--- src/rtl/approx_err_monitor.sv ---
// Error-statistics monitor for 8x8 approximate multipliers. It recomputes the exact
// product in a 2-stage pipeline and accumulates error count, error-distance sum and worst case.
module approx_err_monitor #(
   parameter int CNT_W = 32,
   parameter int SUM_W = 48
) (
   input  logic             clk,
   input  logic             rst,
   input  logic             start,
   input  logic [CNT_W-1:0] num_samples,
   input  logic             in_valid,
   output logic             in_ready,
   input  logic [7:0]       in_a,
   input  logic [7:0]       in_b,
   input  logic [15:0]      in_r,
   output logic             busy,
   output logic             done,
   output logic [CNT_W-1:0] sample_count,
   output logic [CNT_W-1:0] err_count,
   output logic [SUM_W-1:0] sum_ed,
   output logic [15:0]      max_ed,
   output logic [7:0]       max_a,
   output logic [7:0]       max_b
);

   typedef enum logic [1:0] {S_IDLE, S_RUN, S_DRAIN, S_DONE} state_t;

   localparam logic [CNT_W-1:0] CNT_ONE = CNT_W'(1);

   function automatic logic [SUM_W-1:0] sat_add(input logic [SUM_W-1:0] acc,
                                                input logic [15:0] inc);
      logic [SUM_W:0] wide;
      wide = {1'b0, acc} + (SUM_W+1)'(inc);
      sat_add = wide[SUM_W] ? {SUM_W{1'b1}} : wide[SUM_W-1:0];
   endfunction

   state_t           state_q, state_d;
   logic [CNT_W-1:0] num_q, num_d, acc_q, acc_d;
   logic             in_ready_q, in_ready_d, busy_q, busy_d, done_q, done_d;
   logic             xfer_s, start_ok_s;

   logic             s1_valid_q, s2_valid_q;
   logic [7:0]       s1_a_q, s1_b_q, s2_a_q, s2_b_q;
   logic [15:0]      s1_r_q, s2_ed_q;
   logic [15:0]      exact_s, ed_s;
   logic signed [16:0] diff_s, neg_s;

   logic [CNT_W-1:0] cnt_q, cnt_d, err_q, err_d;
   logic [SUM_W-1:0] sum_q, sum_d;
   logic [15:0]      max_ed_q, max_ed_d;
   logic [7:0]       max_a_q, max_a_d, max_b_q, max_b_d;

   assign xfer_s     = in_valid && in_ready_q;
   assign start_ok_s = start && ((state_q == S_IDLE) || (state_q == S_DONE));

   // Run-control FSM next state, accept counter and registered handshake/status
   always_comb begin
      state_d = state_q;
      num_d   = num_q;
      acc_d   = acc_q;
      case (state_q)
         S_IDLE, S_DONE: begin
            if (start_ok_s) begin
               num_d   = num_samples;
               acc_d   = '0;
               state_d = (num_samples == '0) ? S_DONE : S_RUN;
            end else begin
               state_d = state_q;
            end
         end
         S_RUN: begin
            if (xfer_s) begin
               acc_d = acc_q + CNT_ONE;
               if ((acc_q + CNT_ONE) == num_q) state_d = S_DRAIN;
               else                            state_d = S_RUN;
            end else begin
               state_d = S_RUN;
            end
         end
         S_DRAIN: begin
            if (cnt_q == num_q) state_d = S_DONE;
            else                state_d = S_DRAIN;
         end
         default: state_d = S_IDLE;
      endcase
      in_ready_d = (state_d == S_RUN) && (acc_d < num_d);
      busy_d     = (state_d == S_RUN) || (state_d == S_DRAIN);
      done_d     = (state_d == S_DONE);
   end

   // Exact product and absolute error distance of the stage-1 sample
   always_comb begin
      exact_s = {8'd0, s1_a_q} * {8'd0, s1_b_q};
      diff_s  = $signed({1'b0, s1_r_q}) - $signed({1'b0, exact_s});
      neg_s   = -diff_s;
      ed_s    = diff_s[16] ? neg_s[15:0] : diff_s[15:0];
   end

   // Statistics next state; an accepted start wipes the previous run's results
   always_comb begin
      cnt_d    = cnt_q;
      err_d    = err_q;
      sum_d    = sum_q;
      max_ed_d = max_ed_q;
      max_a_d  = max_a_q;
      max_b_d  = max_b_q;
      if (start_ok_s) begin
         cnt_d    = '0;
         err_d    = '0;
         sum_d    = '0;
         max_ed_d = 16'd0;
         max_a_d  = 8'd0;
         max_b_d  = 8'd0;
      end else if (s2_valid_q) begin
         cnt_d = cnt_q + CNT_ONE;
         err_d = (s2_ed_q != 16'd0) ? (err_q + CNT_ONE) : err_q;
         sum_d = sat_add(sum_q, s2_ed_q);
         if (s2_ed_q > max_ed_q) begin
            max_ed_d = s2_ed_q;
            max_a_d  = s2_a_q;
            max_b_d  = s2_b_q;
         end else begin
            max_ed_d = max_ed_q;
         end
      end else begin
         cnt_d = cnt_q;
      end
   end

   // State, pipeline and statistics registers
   always_ff @(posedge clk) begin
      if (rst) begin
         state_q    <= S_IDLE;
         num_q      <= '0;
         acc_q      <= '0;
         in_ready_q <= 1'b0;
         busy_q     <= 1'b0;
         done_q     <= 1'b0;
         s1_valid_q <= 1'b0;
         s2_valid_q <= 1'b0;
         s1_a_q     <= 8'd0;
         s1_b_q     <= 8'd0;
         s1_r_q     <= 16'd0;
         s2_a_q     <= 8'd0;
         s2_b_q     <= 8'd0;
         s2_ed_q    <= 16'd0;
         cnt_q      <= '0;
         err_q      <= '0;
         sum_q      <= '0;
         max_ed_q   <= 16'd0;
         max_a_q    <= 8'd0;
         max_b_q    <= 8'd0;
      end else begin
         state_q    <= state_d;
         num_q      <= num_d;
         acc_q      <= acc_d;
         in_ready_q <= in_ready_d;
         busy_q     <= busy_d;
         done_q     <= done_d;
         s1_valid_q <= xfer_s;
         s2_valid_q <= s1_valid_q;
         if (xfer_s) begin
            s1_a_q <= in_a;
            s1_b_q <= in_b;
            s1_r_q <= in_r;
         end
         if (s1_valid_q) begin
            s2_a_q  <= s1_a_q;
            s2_b_q  <= s1_b_q;
            s2_ed_q <= ed_s;
         end
         cnt_q    <= cnt_d;
         err_q    <= err_d;
         sum_q    <= sum_d;
         max_ed_q <= max_ed_d;
         max_a_q  <= max_a_d;
         max_b_q  <= max_b_d;
      end
   end

   assign in_ready     = in_ready_q;
   assign busy         = busy_q;
   assign done         = done_q;
   assign sample_count = cnt_q;
   assign err_count    = err_q;
   assign sum_ed       = sum_q;
   assign max_ed       = max_ed_q;
   assign max_a        = max_a_q;
   assign max_b        = max_b_q;

endmodule

--- config.mk ---
export PLATFORM = sky130hd
export DESIGN_NAME = approx_err_monitor
export DESIGN_NICKNAME = d
export VERILOG_FILES = /design/src/rtl/approx_err_monitor.sv
export SDC_FILE = /design/constraint.sdc
export NUM_CORES = 1
export LEC_CHECK = 0
export ABC_AREA = 1
export BUFFER_PORTS_ARGS = -buffer_cell sky130_fd_sc_hd__buf_2
export CAP_MARGIN = 15
export CORE_ASPECT_RATIO = 0.75
export CORE_MARGIN = 3
export CORE_UTILIZATION = 50
export DETAILED_ROUTE_END_ITERATION = 6
export PLACE_DENSITY = 0.67
export SLEW_MARGIN = 20
export SYNTH_ARGS = -nofsm -noshare
export SYNTH_HDL_FRONTEND = slang
export SYNTH_SLANG_ARGS = --single-unit
--- constraint.sdc ---
create_clock -name clk -period 5.6 [get_ports clk]
set_input_delay 0.28 -clock clk [delete_from_list [all_inputs] [get_ports clk]]
set_output_delay 0.28 -clock clk [all_outputs]
set_load 0.005 [all_outputs]
==> summary.md, run 1 <==
| Metric | Value |
|---|---|
| Layout fillers | `3656` |
| Most utilized layer in the global route result | `met2` |
| Slew HR | `25.5%` |
| Critical path startpoint category | `flip-flop` |
| DPL Wire Length | `48400 um` |
| Largest net degree at the start of global routing | `between 80 and 90` |
| Commonest non-fill, non-tap cell in the layout | `nand2_1` |
| Min cycle time layout | `between 4 and 5 ns` |
| Met1 usage | `45.1%` |
| Synthesized instance count | `2895` |
| WS Path Type | `reg -> reg` |
| Top cell type's share of synthesized area | `29.3%` |
| Post-Place Worst Slack | `0.669 ns` |
| Seq/Total Area, Yosys | `29.3%` |
| Max Clock Skew | `roughly 0.014 ns` |
| Final setup violation count | `0` |
| Reg2reg setup slack | `around 0.62 ns` |
| Reg2reg path depth | `20` |
| CTS buffer count | `31` |
| Placed instance area | `slightly above 20000 um^2` |
| Commonest non-fill, non-tap cells in the layout | `nand2_1 (664), inv_1 (420), nor2_1 (409)` |
| RePlAce Congestion | `0.981` |
| P_leak | `roughly 10 nW` |
| Mapped cell area | `19000 um^2` |
| Worst vdd ir | `0.398 mV` |
| Multi-input gate area | `11500 um^2` |
| Slew @ Worst Pin | `1.12 ns` |
| Core Util, Final | `roughly three fifths` |
| Outcome | `finished, final reports clean` |
| Fin cells | `3632` |
| Resize count post-CTS | `0` |
| Max Freq | `between 0.2 and 0.25 GHz` |
| Worst Setup End Kind | `flip-flop` |
| Setup ws final | `0.624 ns` |
| Max-cap violations | `0` |
| Final nets | `3337` |
| Rows | `61` |
| Hold path cells | `3` |
| Area Overhead vs Synth | `15.3%` |
| Clk root buf | `clkbuf_16` |
| Slew Viols, Final | `0` |
| Share of layout cells above drive strength 1 | `11.0%` |
| Initial Utilization | `about half` |
| Critical path arrival | `around 5.5 ns` |
| Die Width | `231 um` |
| Vias in the first global route | `18300` |
| Vias per cell | `5.40` |
| Final Cycle Share | `88.9%` |
| Clk_lat worst skew | `0.60 ns` |
| TNS Setup | `0 ns` |
| Max FO, Critical Path | `13` |
| Routed len/inst | `17.2 um` |
| Post-CTS setup buffer count | `0` |
| Initial antenna violation count | `0` |
| Core area | `37300 um^2` |
| Reg area | `5590 um^2` |
| Area leader, netlist | `dfxtp_1` |
| Crit path launch | `s1_a_q[4]` |
| RSZ-0062 raised after global routing | `no` |
| CTS clock-pin slew for the worst setup and hold paths | `0.06 ns` |
| # DRC | `0` |
| Htree depth | `1` |
| Initial DRT Pass Iterations | `5` |
| GRT overflow | `0` |
| # clock sinks | `279` |
| PwrDens | `around 370 nW/um^2` |
| Die H | `175 um` |
| Met2 usage | `between 40% and 50%` |
| Reg2reg start | `s1_a_q[4]` |
| Via count | `between 15000 and 20000` |
| RR Endpoint | `s2_ed_q[4]` |
| CP Data Required Time | `about 6.1 ns` |
| Top post-synthesis cells by area | `dfxtp_1 (29%), nand2_1 (13%), inv_1 (8.3%), nor2_1 (8.1%), ha_1 (7.4%)` |
| CTS tree | `done` |
| Endpoints failing hold | `0` |
| FFs w/ async S/R, synth | `0%` |
| Library cells used by synthesis | `59` |
| Top FF cell, synth | `dfxtp_1` |
| Final instance area | `around 22000 um^2` |
| Worst Hold Launch | `num_samples[28]` |
| Post-synth EDFFs | `0` |
| Area of the die | `just over 40000 um^2` |
| First-pass GRT wire length | `99000 um` |
| Mean post-synth cell area | `between 6 and 7 um^2` |
| Worst Hold Class | `in -> reg` |
| End of the worst hold path | `num_q[28]` |
| Drt total wl | `62500 um` |
| Total power | `8.18 mW` |
| Antenna diode count | `0` |
| Ports | `215` |
| Tot GR Track Use | `roughly 30%` |
| Dpl cells | `3543` |
| YS warnings | `0` |
| Cts hold-fix bufs | `33` |
| DR iter-0 viols | `between 1500 and 2000` |
| Fin Hold WS | `0.0139 ns` |
| Detail Route Antenna Nets | `0` |
| PortBufs | `214` |
| Synth Register Bits | `279` |
| Net count after synthesis | `3127` |
| CTS max path bufs | `3` |
| Grt met3 use | `under 10%` |
where the power goes:
part / total [mW] / switching (mW) / internal (mW)
sequential: 2.37 / 0.220 / 2.15
clock: 2.20 / 0.905 / 1.29
combinational: 3.61 / 2.41 / 1.21
total: 8.18 / 3.53 / 4.65
cell usage after synthesis (5+ instances only):
master	instances
xnor2_1	24
inv_1	421
nand2_1	665
nand3b_1	8
nor3_1	59
a22oi_1	16
nor2_4	8
nor2_1	410
a31oi_1	8
o22ai_1	27
or2_2	6
buf_1	5
fa_1	52
nand3_1	145
nor2_2	12
clkbuf_1	78
nor3_2	5
nand2_2	10
inv_2	6
nand4_1	34
a21oi_1	153
and2_1	8
xor2_1	43
o21ai_0	205
ha_1	112
nor4_1	28
dfxtp_1	279
o21ai_1	8
how the worst max path moves through the flow:
stage | endpoint | slack, ns
2_1_floorplan | s2_ed_q[15] | 1.10
3_3_place_gp | s2_ed_q[4] | 0.66
3_5_place_dp | s2_ed_q[4] | 0.67
4_1_cts | s2_ed_q[4] | 0.65
5_1_grt | s2_ed_q[4] | 0.18
6_report | s2_ed_q[4] | 0.62
registers in the layout (all words and copies together) (netlist names), 8 cells and up:
register,count
s1_r_q,16
sum_ed,48
s1_b_q,8
s1_a_q,8
acc_q,32
sample_count,32
s2_b_q,8
s2_a_q,8
max_b,8
s2_ed_q,16
max_a,8
max_ed,16
err_count,32
num_q,32
logic make-up after synthesis:
| kind of cell | count (synthesis) | share of synthesized area (%) |
|---|---|---|
| compound gates | 459 | 13.3 |
| xor+xnor | 67 | 3.08 |
| fa+ha+maj | 164 | 12.8 |
| buf+inv | 517 | 10.2 |
| flops | 279 | 29.3 |
| mux | 1 | 0.0526 |
| simple gates | 1408 | 31.2 |
layout make-up:
cell class | instances | share of cell area, %
clock buffer | 40 | 4.00
clock inverter | 16 | 0.934
inverter | 431 | 7.37
multi-input combinational | 2099 | 52.5
sequential | 279 | 25.4
tap | 504 | 2.87
timing repair buffer | 263 | 6.93
layer usage:
metal / vias up / wire length [um]
met5: - / 0
met1: 9125 / 29600
met4: 0 / 1340
met3: 69 / 5150
li1: 9730 / -
met2: 687 / 26400
worst max-delay path, cell delays in order, from the launching register on:
cell and delay [ns]:
dfxtp_1 0.56, nand2_1 0.10, inv_1 0.09, fa_1 0.42, fa_1 0.54, inv_1 0.05, fa_1 0.52, inv_1 0.05
fa_1 0.52, inv_1 0.04, ha_1 0.35, a21oi_1 0.25, nand2_1 0.11, a21oi_1 0.19, nand3_1 0.10, nand2_1 0.33
inv_1 0.18, a21oi_1 0.19, xnor2_1 0.07, o21ai_0 0.14, inv_1 0.05
Note: power is estimated with default switching activity, not from simulation.
==> run 2: changes to the inputs <==
- CTS_BUF_LIST: not set -> sky130_fd_sc_hd__clkbuf_4
==> run 2 against run 1 <==
Non-clock buffer count increased by 32. Highest routed layer unchanged. Fmax increased by 0.72%. Count of clock-buffer cells in the layout increased by 69. Core utilization increased by 0.54 points. Routed wire length increased by 2.0%. Clock skew increased by 0.037 ns. First-iteration DRC count increased by 1.7%. Combinational power about the same. Cell count increased by 2.9%. Via count increased by 2.9%. Worst hold slack improved by 0.10 ns.
==> summary.md, run 2 (synthesis gave the netlist of run 1 again) <==
| Metric | Value |
|---|---|
| Outcome | `finished, final reports clean` |
| Area Overhead vs Synth | `16.4%` |
| Crit path launch | `s1_a_q[4]` |
| GRT overflow | `0` |
| PortBufs | `around 210` |
| Slew HR | `26.5%` |
| End of the worst hold path | `num_q[5]` |
| CTS tree | `done` |
| Rows | `61` |
| Slew Viols, Final | `0` |
| Reg2reg path depth | `20` |
| Layout fillers | `~3700` |
| PwrDens | `358 nW/um^2` |
| Max Clock Skew | `roughly 0.050 ns` |
| Max FFs per register | `48` |
| Max FO, Critical Path | `13` |
| Share of layout cells above drive strength 1 | `12.5%` |
| Vias per cell | `5.40` |
| DPL Wire Length | `48400 um` |
| Routed len/inst | `17.1 um` |
| Crit-path slowest cell | `dfxtp_1` |
| Core area | `37300 um^2` |
| Die Width | `231 um` |
| Final Cycle Share | `88.2%` |
| Resize count post-CTS | `0` |
| Detail Route Antenna Nets | `0` |
| Final instance area | `22200 um^2` |
| Initial DRT Pass Iterations | `5` |
| Initial Utilization | `51.0%` |
| Final nets | `3415` |
| Area of the die | `just over 40000 um^2` |
| Ports | `215` |
| DR iter-0 viols | `1641` |
| Endpoints failing hold | `0` |
| Max Freq | `0.202 GHz` |
| Initial antenna violation count | `1` |
| Worst Hold Class | `in -> reg` |
| CP dominant cell by count | `inv_1` |
| # clock sinks | `about 280` |
| Drt total wl | `~64000 um` |
| Critical path startpoint category | `flip-flop` |
| Largest net degree at the start of global routing | `89` |
| Min cycle time layout | `4.94 ns` |
| TNS Setup | `0 ns` |
| Htree depth | `3` |
| Slew @ Worst Pin | `1.10 ns` |
| Max-cap violations | `0` |
| Tot GR Track Use | `31.1%` |
| CTS clock-pin slew for the worst setup and hold paths | `around 0.08 ns` |
| WS Path Type | `reg -> reg` |
| CP Data Required Time | `around 6.3 ns` |
| RSZ-0062 raised after global routing | `no` |
| Via count | `slightly above 20000` |
| Placed instance area | `~21000 um^2` |
| Worst-path cell chain | `nand2_1 > inv_1 > fa_1 > fa_1 > inv_1 > fa_1 > inv_1 > fa_1 > inv_1 > ha_1 > a21oi_1 > nand2_1 > a21oi_1 > nand3_1 > nand2_1 > inv_1 > a21oi_1 > xnor2_1 > o21ai_0 > inv_1` |
| Worst Hold Launch | `num_samples[5]` |
| RePlAce Congestion | `just under 1` |
| Reg2reg start | `s1_a_q[4]` |
| CTS buffer count | `77` |
| P_leak | `10.3 nW` |
| CTS max path bufs | `3` |
| Commonest non-fill, non-tap cells in the layout | `nand2_1 (664), inv_1 (420), nor2_1 (409)` |
| Max incr delay on CP | `between 0.5 and 0.6 ns` |
| Critical path arrival | `5.59 ns` |
| Worst vdd ir | `0.378 mV` |
| Clk_lat worst skew | `0.78 ns` |
| Reg2reg setup slack | `0.66 ns` |
| Final setup violation count | `0` |
| RR Endpoint | `s2_ed_q[4]` |
| Commonest non-fill, non-tap cell in the layout | `nand2_1` |
| Die H | `175 um` |
| First-pass GRT wire length | `roughly 100000 um` |
| Worst Setup End Kind | `flip-flop` |
| Clk root buf | `clkbuf_4` |
| Hold path cells | `4` |
| # DRC | `0` |
| Vias in the first global route | `18900` |
==> run 2: worst max-delay path by stage <==
stage | to
floorplan | s2_ed_q[15]
global placement | s2_ed_q[4]
detailed placement | s2_ed_q[4]
CTS | s2_ed_q[4]
global route | s2_ed_q[4]
finish | s2_ed_q[4]
==> run 2: worst max-delay path: cells and delay by family, from the launching register on <==
kind	cells	cell delay (ns)
DFF	1	0.57
adders and majority gates	5	2.35
xor gates and xnor gates	1	0.07
AOI/OAI and AO/OA	4	0.74
buffers and inverters	6	0.46
and+or+nand+nor	4	0.63
==> run 2: cell type report <==
type / instances / area, um^2 / area share (%)
Sequential cell: 279 / 5590 / 25.2
Clock buffer: 109 / 818 / 3.69
Antenna cell: 1 / 2.50 / 0.0113
Inverter: 431 / 1620 / 7.30
Multi-Input combinational cell: 2099 / 11500 / 52.0
Timing Repair Buffer: 295 / 1840 / 8.31
Tap cell: 504 / 631 / 2.84
Clock inverter: 21 / 146 / 0.660
==> run 2: layer usage <==
layer | global-route usage [%] | share of wire, % | vias up | wire length, um
met3 | 7.55 | 9.0 | 120 | 5770
met2 | 46.4 | 42 | 773 | 26600
met5 | 0 | 0 | - | 0
met1 | 44.4 | 46 | 9352 | 29600
li1 | - | - | 9934 | -
met4 | 9.52 | 2.7 | 0 | 1720
==> run 2: power by group <==
part / leakage [nW] / switching (mW) / internal, mW
Combinational: 7.51 / 2.41 / 1.22
Sequential: 2.26 / 0.222 / 2.15
Clock: 0.564 / 0.941 / 0.986
==> run 2: what timing repair did <==
item                      4_1_cts  5_1_grt
setup buffers                   0        0
hold endpoints to repair       66        0
hold buffers                   65        0
==> run 2: metrics by stage <==
step           cells  power [mW]  setup WS (ns)  utilization (%)  hold slack, ns
2_1_floorplan   2895        4.95           1.10                -           0.435
3_3_place_gp    3543        5.87          0.662             55.1           0.451
3_5_place_dp    3543        5.93          0.669             55.1           0.464
4_1_cts         3738        7.91          0.671             59.4          0.0599
5_1_grt         3739        8.59          0.186             59.4          0.0971
6_report        3739        7.93          0.660             59.4           0.118
==> run 3: changes to the inputs <==
- CORE_MARGIN: 3 -> not set
==> run 3 against run 2 <==
First-iteration DRC count rose by 13%. Design area up 0.14%. Non-clock buffer count is 4 higher. Cell count increased by 0.24%. Clock skew decreased by 0.017 ns. Combinational power shrank 2%. Global-route usage increased by 0.28 points. Core utilization rose by 0.084 points. Via count decreased by 1.2%. Routed wire length down 3.0%. Critical path depth unchanged. Critical path type unchanged. Highest routed layer unchanged.
==> summary.md, run 3 (synthesis gave the netlist of run 1 again) <==
| Metric | Value |
|---|---|
| Initial DRT Pass Iterations | `6` |
| Slew @ Worst Pin | `1.07 ns` |
| # DRC | `0` |
| Crit path launch | `s1_a_q[5]` |
| Initial Utilization | `51.0%` |
| Area Overhead vs Synth | `16.5%` |
| Rows | `61` |
| Max FFs per register | `48` |
| Area of the die | `38900 um^2` |
| Final setup violation count | `0` |
| Worst Hold Launch | `num_samples[5]` |
| Max Freq | `0.201 GHz` |
| Max-cap violations | `0` |
| Detail Route Antenna Nets | `0` |
| Crit-path slowest cell | `dfxtp_1` |
| CP dominant cell by count | `inv_1` |
| Max incr delay on CP | `~0.54 ns` |
| # clock sinks | `approximately 280` |
| Vias per cell | `around 5.3` |
| CP Data Required Time | `6.25 ns` |
| Reg area | `about 5600 um^2` |
| CTS clock-pin slew for the worst setup and hold paths | `0.07 ns` |
| Multi-input gate area | `11500 um^2` |
| Die H | `171 um` |
| Hold path cells | `4` |
| Dpl cells | `3542` |
| GRT overflow | `0` |
| Tot GR Track Use | `31.4%` |
| Endpoints failing hold | `0` |
| Worst Setup End Kind | `flip-flop` |
| TNS Setup | `0 ns` |
| PwrDens | `352 nW/um^2` |
| Core area | `37300 um^2` |
| Reg2reg path depth | `20` |
| Max Clock Skew | `approximately 0.033 ns` |
| Ports | `215` |
| Routed len/inst | `16.5 um` |
| Setup ws final | `0.620 ns` |
| WS Path Type | `reg -> reg` |
| Slew HR | `28.4%` |
| Layout fillers | `~3600` |
| CTS max path bufs | `3` |
| RePlAce Congestion | `0.961` |
| Commonest non-fill, non-tap cells in the layout | `nand2_1 (664), inv_1 (420), nor2_1 (409)` |
| Critical path arrival | `5.63 ns` |
| Largest net degree at the start of global routing | `89` |
| Max FO, Critical Path | `13` |
| Post-Place Worst Slack | `approximately 0.65 ns` |
| DR iter-0 viols | `roughly 1900` |
| RSZ-0062 raised after global routing | `no` |
| DPL Wire Length | `about 47000 um` |
| Resize count post-CTS | `0` |
| Htree depth | `3` |
| Via count | `19900` |
| Commonest non-fill, non-tap cell in the layout | `nand2_1` |
| Worst vdd ir | `between 0.3 and 0.4 mV` |
| Final nets | `3418` |
| CTS buffer count | `76` |
| Worst Hold Class | `in -> reg` |
| First-pass GRT wire length | `95900 um` |
| Die Width | `~230 um` |
| Fin cells | `3748` |
| Initial antenna violation count | `1` |
| CTS tree | `done` |
| PortBufs | `approximately 210` |
| End of the worst hold path | `num_q[5]` |
| Drt total wl | `61800 um` |
| Critical path startpoint category | `flip-flop` |
| RR Endpoint | `s2_ed_q[4]` |
| Outcome | `finished, final reports clean` |
| Final Cycle Share | `slightly below 90%` |
| Slew Viols, Final | `0` |
| P_leak | `10.4 nW` |
| Clk root buf | `clkbuf_4` |
| Vias in the first global route | `18000` |
| Reg2reg setup slack | `0.62 ns` |
| Share of layout cells above drive strength 1 | `roughly 12%` |
| Worst-path cell chain | `nand2_1 > inv_1 > fa_1 > fa_1 > inv_1 > fa_1 > inv_1 > fa_1 > inv_1 > ha_1 > a21oi_1 > nand2_1 > a21oi_1 > nand3_1 > nand2_1 > inv_1 > a21oi_1 > xnor2_1 > o21ai_0 > inv_1` |
| Min cycle time layout | `4.98 ns` |
| Reg2reg start | `s1_a_q[5]` |
| Clk_lat worst skew | `0.78 ns` |
## run 3: changes by cell type in the layout (fill, tap and decap cells not counted), sizes merged
| cell | before | now |
|---|---|---|
| dlygate4sd3 | 65 | 70 |
| clkinvlp | 2 | 0 |
| buf | 230 | 229 |
| clkinv | 21 | 34 |
| inv | 427 | 429 |
| clkbuf | 109 | 101 |
## run 3: power by group
part / leakage, nW / internal (mW) / total (mW) / switching, mW
Clock: 0.561 / 0.939 / 1.87 / 0.935
Combinational: 7.54 / 1.23 / 3.57 / 2.34
Sequential: 2.26 / 2.15 / 2.38 / 0.230
## run 3: metrics by stage
stage | total power [mW] | cell area [um^2] | util (%) | hold WS, ns
floorplan | 4.95 | 19000 | - | 0.435
global placement | 5.85 | 20500 | 55.0 | 0.452
detailed placement | 5.89 | 20500 | 55.0 | 0.457
CTS | 7.84 | 22200 | 59.5 | 0.0353
global route | 8.46 | 22200 | 59.5 | 0.0615
finish | 7.82 | 22200 | 59.5 | 0.0938
## run 3: cell type report
cell class                 instances  share of cell area (%)
timing repair buffer             299                    8.49
inverter                         431                    7.29
clock buffer                     101                    3.42
sequential                       279                    25.2
clock inverter                    34                   0.879
antenna                            1                  0.0113
multi-input combinational       2099                    51.9
tap                              504                    2.84
## run 3: worst max-delay path by stage
stage          slack (ns)  cells after the start          end
6_report             0.62                     20   s2_ed_q[4]
5_1_grt              0.27                     21   s2_ed_q[4]
2_1_floorplan        1.10                     23  s2_ed_q[15]
3_5_place_dp         0.65                     20   s2_ed_q[4]
4_1_cts              0.64                     20   s2_ed_q[4]
3_3_place_gp         0.70                     20   s2_ed_q[4]
## run 3: worst max-delay path, delay by kind of cell, from the launching register on
family | cells | cell delay (ns)
xor gates and xnor gates | 1 | 0.08
adders and majority gates | 5 | 2.40
buffers and inverters | 6 | 0.47
AOI/OAI and AO/OA | 4 | 0.73
and+or+nand+nor | 4 | 0.63
DFF | 1 | 0.54
## run 3: routing by layer
metal	track usage (%)	vias to the layer above	part of all wire, %
met5	0	-	0
met4	10.4	0	2.7
met3	6.32	126	8.9
met2	46.4	823	42
met1	45.3	9074	47
li1	-	9923	-
## run 3: repair_timing
item / 4_1_cts / 5_1_grt
endpoints found under the hold margin: 71 / 0
setup buffers: 0 / 0
hold buffers: 70 / 0
setup endpoints to repair: 0 / 0
